[src/rtl/gpu_alu_pkg.sv]
// Shared GPU ALU definitions for the ALU3 digit sequencer.
//   OP_W / DIGIT_W : one-hot opcode width and BCD digit width seen by ALU3
//   seq_state_e    : sequencer state encoding
//   onehot()       : index -> one-hot opcode
//   popcount()     : count of set bits in an opcode-wide vector
package gpu_alu_pkg;

  localparam int unsigned OP_W    = 16;
  localparam int unsigned DIGIT_W = 4;
  localparam int unsigned IDX_W   = $clog2(OP_W);

  typedef enum logic [1:0] {
    StIdle,
    StIssue,
    StSample,
    StDone
  } seq_state_e;

  function automatic logic [OP_W-1:0] onehot(input logic [IDX_W-1:0] idx);
    return OP_W'(1) << idx;
  endfunction

  function automatic logic [IDX_W:0] popcount(input logic [OP_W-1:0] v);
    logic [IDX_W:0] c;
    c = '0;
    for (int i = 0; i < OP_W; i++) begin
      c = c + (IDX_W + 1)'(v[i]);
    end
    return c;
  endfunction

endpackage

[src/rtl/alu3_digit_sequencer_if.sv]
// ALU3 compare bus between the digit sequencer (master) and ALU3 (slave).
//   a_out      : operand A to ALU3
//   op_dec     : one-hot opcode to ALU3 OpDec
//   student_id : current ID digit to ALU3
//   ans_in     : ALU3 Ans back to the sequencer
interface alu3_digit_sequencer_if;
  import gpu_alu_pkg::*;

  logic [7:0]         a_out;
  logic [OP_W-1:0]    op_dec;
  logic [DIGIT_W-1:0] student_id;
  logic [3:0]         ans_in;

  modport master (
    output a_out,
    output op_dec,
    output student_id,
    input  ans_in
  );

  modport slave (
    input  a_out,
    input  op_dec,
    input  student_id,
    output ans_in
  );

endinterface

[src/rtl/alu3_digit_sequencer.sv]
// ALU3 ID-match sequencer. On start, walks the latched student-ID digits one at a time: each digit
// gets an ISSUE (settle) cycle and a SAMPLE cycle, after which ALU3's Ans[0] is stored in match_vec.
// Ports:
//   clk, rst_n              : clock, asynchronous active-low reset
//   start, abort            : scan request (IDLE only) / synchronous cancel of a running scan
//   a_in, id_digits         : operand A and digits, latched at start (digit i = id_digits[i*4 +: 4])
//   alu                     : ALU3 bus (a_out, op_dec, student_id out; ans_in in)
//   busy, done              : scanning / one-cycle completion pulse
//   match_vec, match_count  : per-digit results and their popcount
//   any_match, err          : OR of match_vec / sticky flag for nonzero ans_in[3:1] at a sample
module alu3_digit_sequencer
  import gpu_alu_pkg::*;
#(
  parameter int unsigned NUM_DIGITS = 9
) (
  input  logic                          clk,
  input  logic                          rst_n,
  input  logic                          start,
  input  logic                          abort,
  input  logic [7:0]                    a_in,
  input  logic [NUM_DIGITS*DIGIT_W-1:0] id_digits,
  alu3_digit_sequencer_if.master        alu,
  output logic                          busy,
  output logic                          done,
  output logic [NUM_DIGITS-1:0]         match_vec,
  output logic [3:0]                    match_count,
  output logic                          any_match,
  output logic                          err
);

  localparam logic [IDX_W-1:0] LastIdx = IDX_W'(NUM_DIGITS - 1);

  seq_state_e state_q, state_d;

  logic [IDX_W-1:0]              idx_q, idx_d;
  logic [7:0]                    a_q, a_d;
  logic [NUM_DIGITS*DIGIT_W-1:0] digits_q, digits_d;
  logic [NUM_DIGITS-1:0]         match_q, match_d;
  logic                          err_q, err_d;
  logic [3:0]                    count_q, count_d;
  logic                          any_q, any_d;
  logic [OP_W-1:0]               op_dec_q, op_dec_d;
  logic [DIGIT_W-1:0]            sid_q, sid_d;
  logic                          busy_q, busy_d;
  logic                          done_q, done_d;
  logic                          scanning_d;
  logic [IDX_W:0]                pc;

  // State register
  always_ff @(posedge clk or negedge rst_n) begin
    if (!rst_n) begin
      state_q <= StIdle;
    end else begin
      state_q <= state_d;
    end
  end

  // Next-state logic; abort beats start and beats the sample of the current digit
  always_comb begin
    state_d = state_q;
    unique case (state_q)
      StIdle:   if (start && !abort) state_d = StIssue;
      StIssue:  state_d = abort ? StIdle : StSample;
      StSample: begin
        if (abort)                state_d = StIdle;
        else if (idx_q == LastIdx) state_d = StDone;
        else                       state_d = StIssue;
      end
      StDone:   state_d = StIdle;
      default:  state_d = StIdle;
    endcase
  end

  // Next values of the datapath and of every registered output
  always_comb begin
    idx_d    = idx_q;
    a_d      = a_q;
    digits_d = digits_q;
    match_d  = match_q;
    err_d    = err_q;

    if (state_q == StIdle && state_d == StIssue) begin
      idx_d    = '0;
      a_d      = a_in;
      digits_d = id_digits;
      match_d  = '0;
      err_d    = 1'b0;
    end

    if (state_q == StSample && !abort) begin
      match_d[idx_q] = alu.ans_in[0];
      err_d          = err_q | (|alu.ans_in[3:1]);
      if (state_d == StIssue) idx_d = idx_q + IDX_W'(1);
    end

    scanning_d = (state_d == StIssue) || (state_d == StSample);
    // digits_d already holds the freshly latched digits on the start edge
    op_dec_d   = scanning_d ? onehot(idx_d) : '0;
    sid_d      = scanning_d ? digits_d[idx_d*DIGIT_W +: DIGIT_W] : '0;
    busy_d     = scanning_d;
    done_d     = (state_d == StDone);

    pc      = popcount(OP_W'(match_d));
    count_d = pc[3:0];
    any_d   = |match_d;
  end

  always_ff @(posedge clk or negedge rst_n) begin
    if (!rst_n) begin
      idx_q    <= '0;
      a_q      <= '0;
      digits_q <= '0;
      match_q  <= '0;
      err_q    <= 1'b0;
      count_q  <= '0;
      any_q    <= 1'b0;
      op_dec_q <= '0;
      sid_q    <= '0;
      busy_q   <= 1'b0;
      done_q   <= 1'b0;
    end else begin
      idx_q    <= idx_d;
      a_q      <= a_d;
      digits_q <= digits_d;
      match_q  <= match_d;
      err_q    <= err_d;
      count_q  <= count_d;
      any_q    <= any_d;
      op_dec_q <= op_dec_d;
      sid_q    <= sid_d;
      busy_q   <= busy_d;
      done_q   <= done_d;
    end
  end

  assign alu.a_out      = a_q;
  assign alu.op_dec     = op_dec_q;
  assign alu.student_id = sid_q;
  assign busy           = busy_q;
  assign done           = done_q;
  assign match_vec      = match_q;
  assign match_count    = count_q;
  assign any_match      = any_q;
  assign err            = err_q;

endmodule

[src/flat_wrapper.sv]
// flat-port wrapper written by rule: the top's interface ports become plain ports
module alu3_digit_sequencer_flat import gpu_alu_pkg::*;
#(
  parameter int unsigned NUM_DIGITS = 9
)
  (clk, rst_n, start, abort, a_in, id_digits, busy, done, match_vec, match_count, any_match, err, alu_a_out, alu_op_dec, alu_student_id, alu_ans_in);
  alu3_digit_sequencer_if alu_i ();
  input  logic clk;
  input  logic rst_n;
  input  logic start;
  input  logic abort;
  input  logic [7:0] a_in;
  input  logic [NUM_DIGITS*DIGIT_W-1:0] id_digits;
  output logic busy;
  output logic done;
  output logic [NUM_DIGITS-1:0] match_vec;
  output logic [3:0] match_count;
  output logic any_match;
  output logic err;
  output wire logic [$bits(alu_i.a_out)-1:0] alu_a_out;
  output wire logic [$bits(alu_i.op_dec)-1:0] alu_op_dec;
  output wire logic [$bits(alu_i.student_id)-1:0] alu_student_id;
  input wire logic [$bits(alu_i.ans_in)-1:0] alu_ans_in;
  assign alu_a_out = alu_i.a_out;
  assign alu_op_dec = alu_i.op_dec;
  assign alu_student_id = alu_i.student_id;
  assign alu_i.ans_in = alu_ans_in;
  alu3_digit_sequencer #(.NUM_DIGITS(NUM_DIGITS)) u_core (.clk(clk), .rst_n(rst_n), .start(start), .abort(abort), .a_in(a_in), .id_digits(id_digits), .alu(alu_i), .busy(busy), .done(done), .match_vec(match_vec), .match_count(match_count), .any_match(any_match), .err(err));
endmodule
[config.mk]
export PLATFORM = sky130hd
export DESIGN_NAME = alu3_digit_sequencer_flat
export DESIGN_NICKNAME = d
export VERILOG_FILES = /design/src/rtl/gpu_alu_pkg.sv /design/src/rtl/alu3_digit_sequencer_if.sv /design/src/rtl/alu3_digit_sequencer.sv /design/src/flat_wrapper.sv
export SDC_FILE = /design/constraint.sdc
export NUM_CORES = 1
export LEC_CHECK = 0
export BUFFER_PORTS_ARGS = -buffer_cell sky130_fd_sc_hd__buf_2
export CAP_MARGIN = 0
export CORE_ASPECT_RATIO = 0.9
export CORE_MARGIN = 2
export CORE_UTILIZATION = 57
export DETAILED_ROUTE_END_ITERATION = 16
export PLACE_DENSITY = 0.93
export RECOVER_POWER = 50
export REMOVE_ABC_BUFFERS = 1
export SETUP_SLACK_MARGIN = 0.3
export SYNTH_ARGS = -nofsm -noshare
export SYNTH_HDL_FRONTEND = slang
export SYNTH_SLANG_ARGS = --single-unit
[constraint.sdc]
create_clock -name clk -period 9.86 [get_ports clk]
set_clock_uncertainty 0.15 [all_clocks]
set_input_delay 2.958 -clock clk [delete_from_list [all_inputs] [get_ports clk]]
set_output_delay 2.958 -clock clk [all_outputs]
set_load 0.02 [all_outputs]
**Yosys cells after proc, flatten, opt, wreduce, memory -nomap -nowiden**

Index checks and enable logic that the tools add are counted.

- Memory bits (read-only): 0
- Input bits: 52
- Memory bits (writable): 0
- Latch bits: 0
- Register bits: 87
- Memories: 0
- Word-level logic and storage cells: 61
- Output and inout bits: 45

- Add/subtract/negate cells: 9
- Eq/ne operators: 7
- $mul: 0
- Order comparisons: 2
- Shifts and indexed selects: 2
- Bitwise gates (word level): 1
- Div/mod/pow operators: 0
- Reduce and logical (&&, ||, !) cells: 10
- Multiplexer cells: 18

Operators with widths:

| cell | count |
|---|---|
| $mux 36 | 1 |
| $shiftx 36x7->4 | 1 |
| $add 4x1->4 | 7 |
| $mux 9 | 2 |
| $mux 16 | 1 |
| $mux 4 | 4 |
| $shl 1x4->16 const A | 1 |
| $bwmux 9 | 1 |
| $reduce_or 9->1 | 1 |
| $eq 2x2->1 const B | 4 |
| $mux 2 | 4 |
| $pmux 2 s4 | 1 |
| $lt 4x5->1 const B | 1 |
| $add 4x1->4 const B | 1 |
| $demux 1 s4 | 1 |
| $eq 2x1->1 const B | 2 |
| $eq 4x4->1 const B | 1 |
| $ge 4x1->1 const B | 1 |
| $logic_and 1x1->1 | 4 |
| $mux 1 | 3 |
| $reduce_or 3->1 | 1 |
| $add 1x1->2 | 1 |
| $logic_not 2->1 | 1 |
| $reduce_bool 2->1 | 1 |
| 3 further kinds | 3 |

**Logic depth before layout (Yosys ltp)**

- Word-level depth: 17
- Gate-level depth with buffers: 23
- Mapped depth without buffers: 21

**Worst setup path after synthesis**

Ideal clock, no wire load.

- Path type: input to register
- Start point: input abort
- End point: register u_core.count_q[2], in the netlist u_core.match_count[2]
- Data arrival time: 7.080 ns
- Library setup time: 0.123 ns
- Setup slack: 2.507 ns
- Buffers on the path: 3
- Stages on the path: 19
- Cells stage by stage: nor2_1 > o21a_1 > ha_1 > or3b_1 > buf_6 > buf_6 > clkbuf_1 > nand2_1 > a21oi_1 > a31oi_1 > ha_1 > inv_1 > fa_1 > fa_1 > fa_1 > inv_1 > ha_1 > fa_1 > xor2_1

- Word-level cells in the longest chain between the ends: 17
- Elaborated cells on any way between the ends: 20

Ends and longest elaborated chain:

| element | line | source |
|---|---|---|
| start: declaration | flat_wrapper.sv:11 | `input logic abort;` |
| $logic_not 1->1 | alu3_digit_sequencer.sv:62 | `StIdle: if (start && !abort) state_d = StIssue;` |
| $logic_and 1x1->1 | alu3_digit_sequencer.sv:62 |  |
| $mux 2 | alu3_digit_sequencer.sv:62 |  |
| $pmux 2 s4 (*) | alu3_digit_sequencer.sv:61 | `unique case (state_q)` |
| via u_core.state_d[0] | alu3_digit_sequencer.sv:33 | `seq_state_e state_q, state_d;` |
| $eq 2x1->1 (*) | alu3_digit_sequencer.sv:82 | `if (state_q == StIdle && state_d == StIssue) begin` |
| $logic_and 1x1->1 (*) | alu3_digit_sequencer.sv:82 |  |
| $mux 9 (*) | alu3_digit_sequencer.sv:82 |  |
| $bwmux 9 | alu3_digit_sequencer.sv:91 | `match_d[idx_q] = alu.ans_in[0];` |
| $mux 9 (*) | alu3_digit_sequencer.sv:90 | `if (state_q == StSample && !abort) begin` |
| $add 1x1->2 | gpu_alu_pkg.sv:27 | `c = c + (IDX_W + 1)'(v[i]);` |
| $add 4x1->4 (6 in series) | gpu_alu_pkg.sv:27 |  |
| $add 4x1->4 (*) | gpu_alu_pkg.sv:27 |  |
| via u_core.pc[2] | alu3_digit_sequencer.sv:47 | `logic [IDX_W:0] pc;` |
| end signal: assignment | alu3_digit_sequencer.sv:127 | `count_q <= count_d;` |
| end: declaration | alu3_digit_sequencer.sv:40 | `logic [3:0] count_q, count_d;` |

Mark *: on every way through the listed nets, which the timed path passes. The rest lies on a longest branch.
A chain may end at the register's enable or synchronous reset.

**Worst setup path in the final report**

Ends and elaborated chain as after synthesis.

==> flow_summary.toml <==
[logic_synthesis]
synth_simple_gate_area_share_pct = 17.7
synth_edf_count = 0
ys_seq_area_share_pct = 54.5
synthFlopType = "dfrtp_1"
synth-compound-area-share_pct = 9.55
synth_seq_cells = 87
synth_fa_ha_area_share_pct = 6.57
syn_area_per_cell_sq_um = 10.4
synthMuxAreaShare_pct = 6.04
synth_cell_types = 47
async_flop_share_pct = 100
synth_xor_area_share_pct = 0.219
syn_inst = 386
synth_area_sq_um = 4000
ys_warn_count = 0
synth_top_family_by_area = "simple AND/OR/NAND/NOR gates"

[timing]
max_freq_mhz = 137
tightest_slew_ns = 4.43
rsz0062_at_grt = "false"
finalSetupTns_ns = 0
final_max_slew_viol_count = 88
setup_slack_ns = 2.58
finalCritPeriodShare_pct = 73.8
finalCriticalPeriod_ns = 7.28
hold_viol = 0
finalSetupViolCount = 0
slew_headroom_pct = -195

[setup_path]
arrival_ns = 7.38
rrSetupSlack_ns = 4.36
worst_setup_path_end_kind = "flop"
cp.required_ns = 9.96
cp_max_fo = 42
start_kind = "primary input"
critPathKind = "in -> reg"

[place]
dp_hpwl_microns = 6100
dp_cells = 557
post-place-ws_ns = 2.22
io_buffers = 96
gp_congestion = 0.864

[cells_and_area]
final_common_cell = "nand2_1"
regArea_sq_um = 2180
final_cell_mix = "126 x nand2_1, 87 x dfrtp_1, 76 x buf_2, 20 x inv_1, 20 x clkbuf_1"
areaGrowthSynthToFinish_pct = 16.3
nFillCells = 546
drive_above_1_share_pct = 24.2
fin_nets = 548
multi_input_area_sq_um = 1610
final_cells = 573
n_antenna_cell = 0

[route]
wl_per_cell_microns = 15.2
viasPerCell = 5.27
wl_microns = 8690
drc_errors = 0
detail-route-antenna-nets = 0
dr.pass1.iters = 4
via_count = 3022
drt_iter0_markers = 260

[clocking]
cts_root_buf = "clkbuf_8"
postCtsSetupBuffers = 0
clock_latency_ns = 0.35
cts_buffer_depth = 2
cts_sinks = 87
cts_hold_buffers = 0
postCtsResizedCells = 0
cts_tree = "built"
cts_made_buffers = 9
path_clk_slew_ns = 0.09
htreeDepth = 3

[run]
maxCapViolCount = 1

[run_status]
status = "finished with violations"
violations = "max-capacitance violations, max-slew violations"

[global_routing]
grt_first_pass_wirelength_microns = 14600
grt_pass1_vias = 3070
gr-total-overflow = 0
grt_max_degree = 88
antenna_found_initial = 0
grt_usage_pct = 24.1

[min_path]
hp-class = "reg -> reg"

[power]
powerDensity_nw_per_um2 = 175
vdd_drop_max_mv = 0.111
power.leakage_uw = 0.00259

[floorplanning]
coreArea_sq_um = 6690
floorplan.initialDensity_pct = 59.7
num_io_pins = 97
row_count = 28
die_x_microns = 92.3
die_h_microns = 83.4
die_area_sq_um = 7700
[synthesized netlist by cell type (2+ instances only)]
| master | count | share of area [%] |
|---|---|---|
| a21o_1 | 10 | 1.9 |
| a21oi_1 | 12 | 1.5 |
| a221o_1 | 4 | 1.0 |
| a31o_2 | 4 | 0.88 |
| a31oi_1 | 5 | 0.78 |
| and2_1 | 2 | 0.31 |
| buf_2 | 7 | 0.88 |
| buf_6 | 6 | 1.7 |
| clkbuf_1 | 3 | 0.28 |
| dfrtp_1 | 87 | 54 |
| fa_1 | 5 | 2.5 |
| ha_1 | 13 | 4.1 |
| inv_1 | 20 | 1.9 |
| inv_2 | 2 | 0.19 |
| mux2_2 | 9 | 2.5 |
| mux2i_1 | 14 | 3.5 |
| nand2_1 | 126 | 12 |
| nand2b_1 | 2 | 0.31 |
| nand4_1 | 2 | 0.31 |
| nor2_1 | 17 | 1.6 |
| nor3_1 | 2 | 0.25 |
| nor3b_1 | 2 | 0.38 |
| o211ai_1 | 8 | 1.5 |
[registers in the layout (all words and copies together) (netlist names)]
register               flops
u_core.any_match           1
u_core.done                1
u_core.err                 1
u_core.match_count         4
u_core.digits_q           36
u_core.alu.student_id      4
u_core.alu.a_out           8
u_core.alu.op_dec         16
u_core.match_vec           9
u_core.idx_q               4
u_core.busy                1
u_core.state_q             2
[report_power, final]
part	switching [uW]	total [uW]	internal [uW]	leakage (uW)
registers	18.2	426	408	0.00114
logic	96.1	152	55.9	0.00136
clock network	127	234	107	0.0000882
total	241	812	570	0.00259
[worst paths after layout]
check	startpoint	to	depth (start not counted)
max	abort	u_core.match_count[2]	16
min	u_core.alu.a_out[3]	u_core.alu.a_out[3]	2
max reg2reg	u_core.idx_q[0]	u_core.match_count[2]	20
min reg2reg	u_core.alu.a_out[3]	u_core.alu.a_out[3]	2
max in group asynchronous	rst_n	u_core.alu.op_dec[10]	1
min in group asynchronous	rst_n	u_core.state_q[0]	1
[cell type report]
class                      count  area share, %
clock buffer                  11           3.26
tap                           90           2.42
multi-input combinational    259           34.5
clock inverter                 5          0.862
timing repair buffer          99           10.3
sequential                    87           46.8
inverter                      22           1.78
[per-stage QoR]
step                      total power [uW]  cell area [sq um]  utilization, %  hold WS (ns)
after floorplan                        526               3860               -         0.290
final                                  812               4650            69.4         0.325
after CTS                              818               4670            69.9         0.329
after detailed placement               585               4480            67.0         0.307
after global routing                   854               4650            69.4         0.353
after global placement                 573               4480            67.0         0.301
[cell families (layout without fill, tap and decap cells)]
logic type                 after synthesis  after routing
xor gates and xnor gates                 1              1
DFF                                     87             87
buffers and inverters                   40            137
and+or+nand+nor                        166            166
adders and majority gates               18             18
AOI/OAI and AO/OA                       51             51
muxes                                   23             23
[worst max-delay path: stages]
cell	delay, ns
clkbuf_1	0.14
nor2_1	0.27
o21a_1	0.22
ha_1	0.27
or3b_1	0.46
buf_4	0.30
nand2_1	0.13
a21oi_1	0.04
a31oi_1	0.33
fa_1	0.47
fa_1	0.45
fa_1	0.49
inv_1	0.04
ha_1	0.21
fa_1	0.40
xor2_1	0.16
[per-layer routing]
layer  part of all wire, %  track usage (%)  up-vias
li1                      -                -     1447
met3                   5.8             5.35       20
met5                     0                0        -
met4                   2.0             9.23        0
met1                    43             32.7     1446
met2                    49             38.1      109
Note: power is estimated with default switching activity, not from simulation.
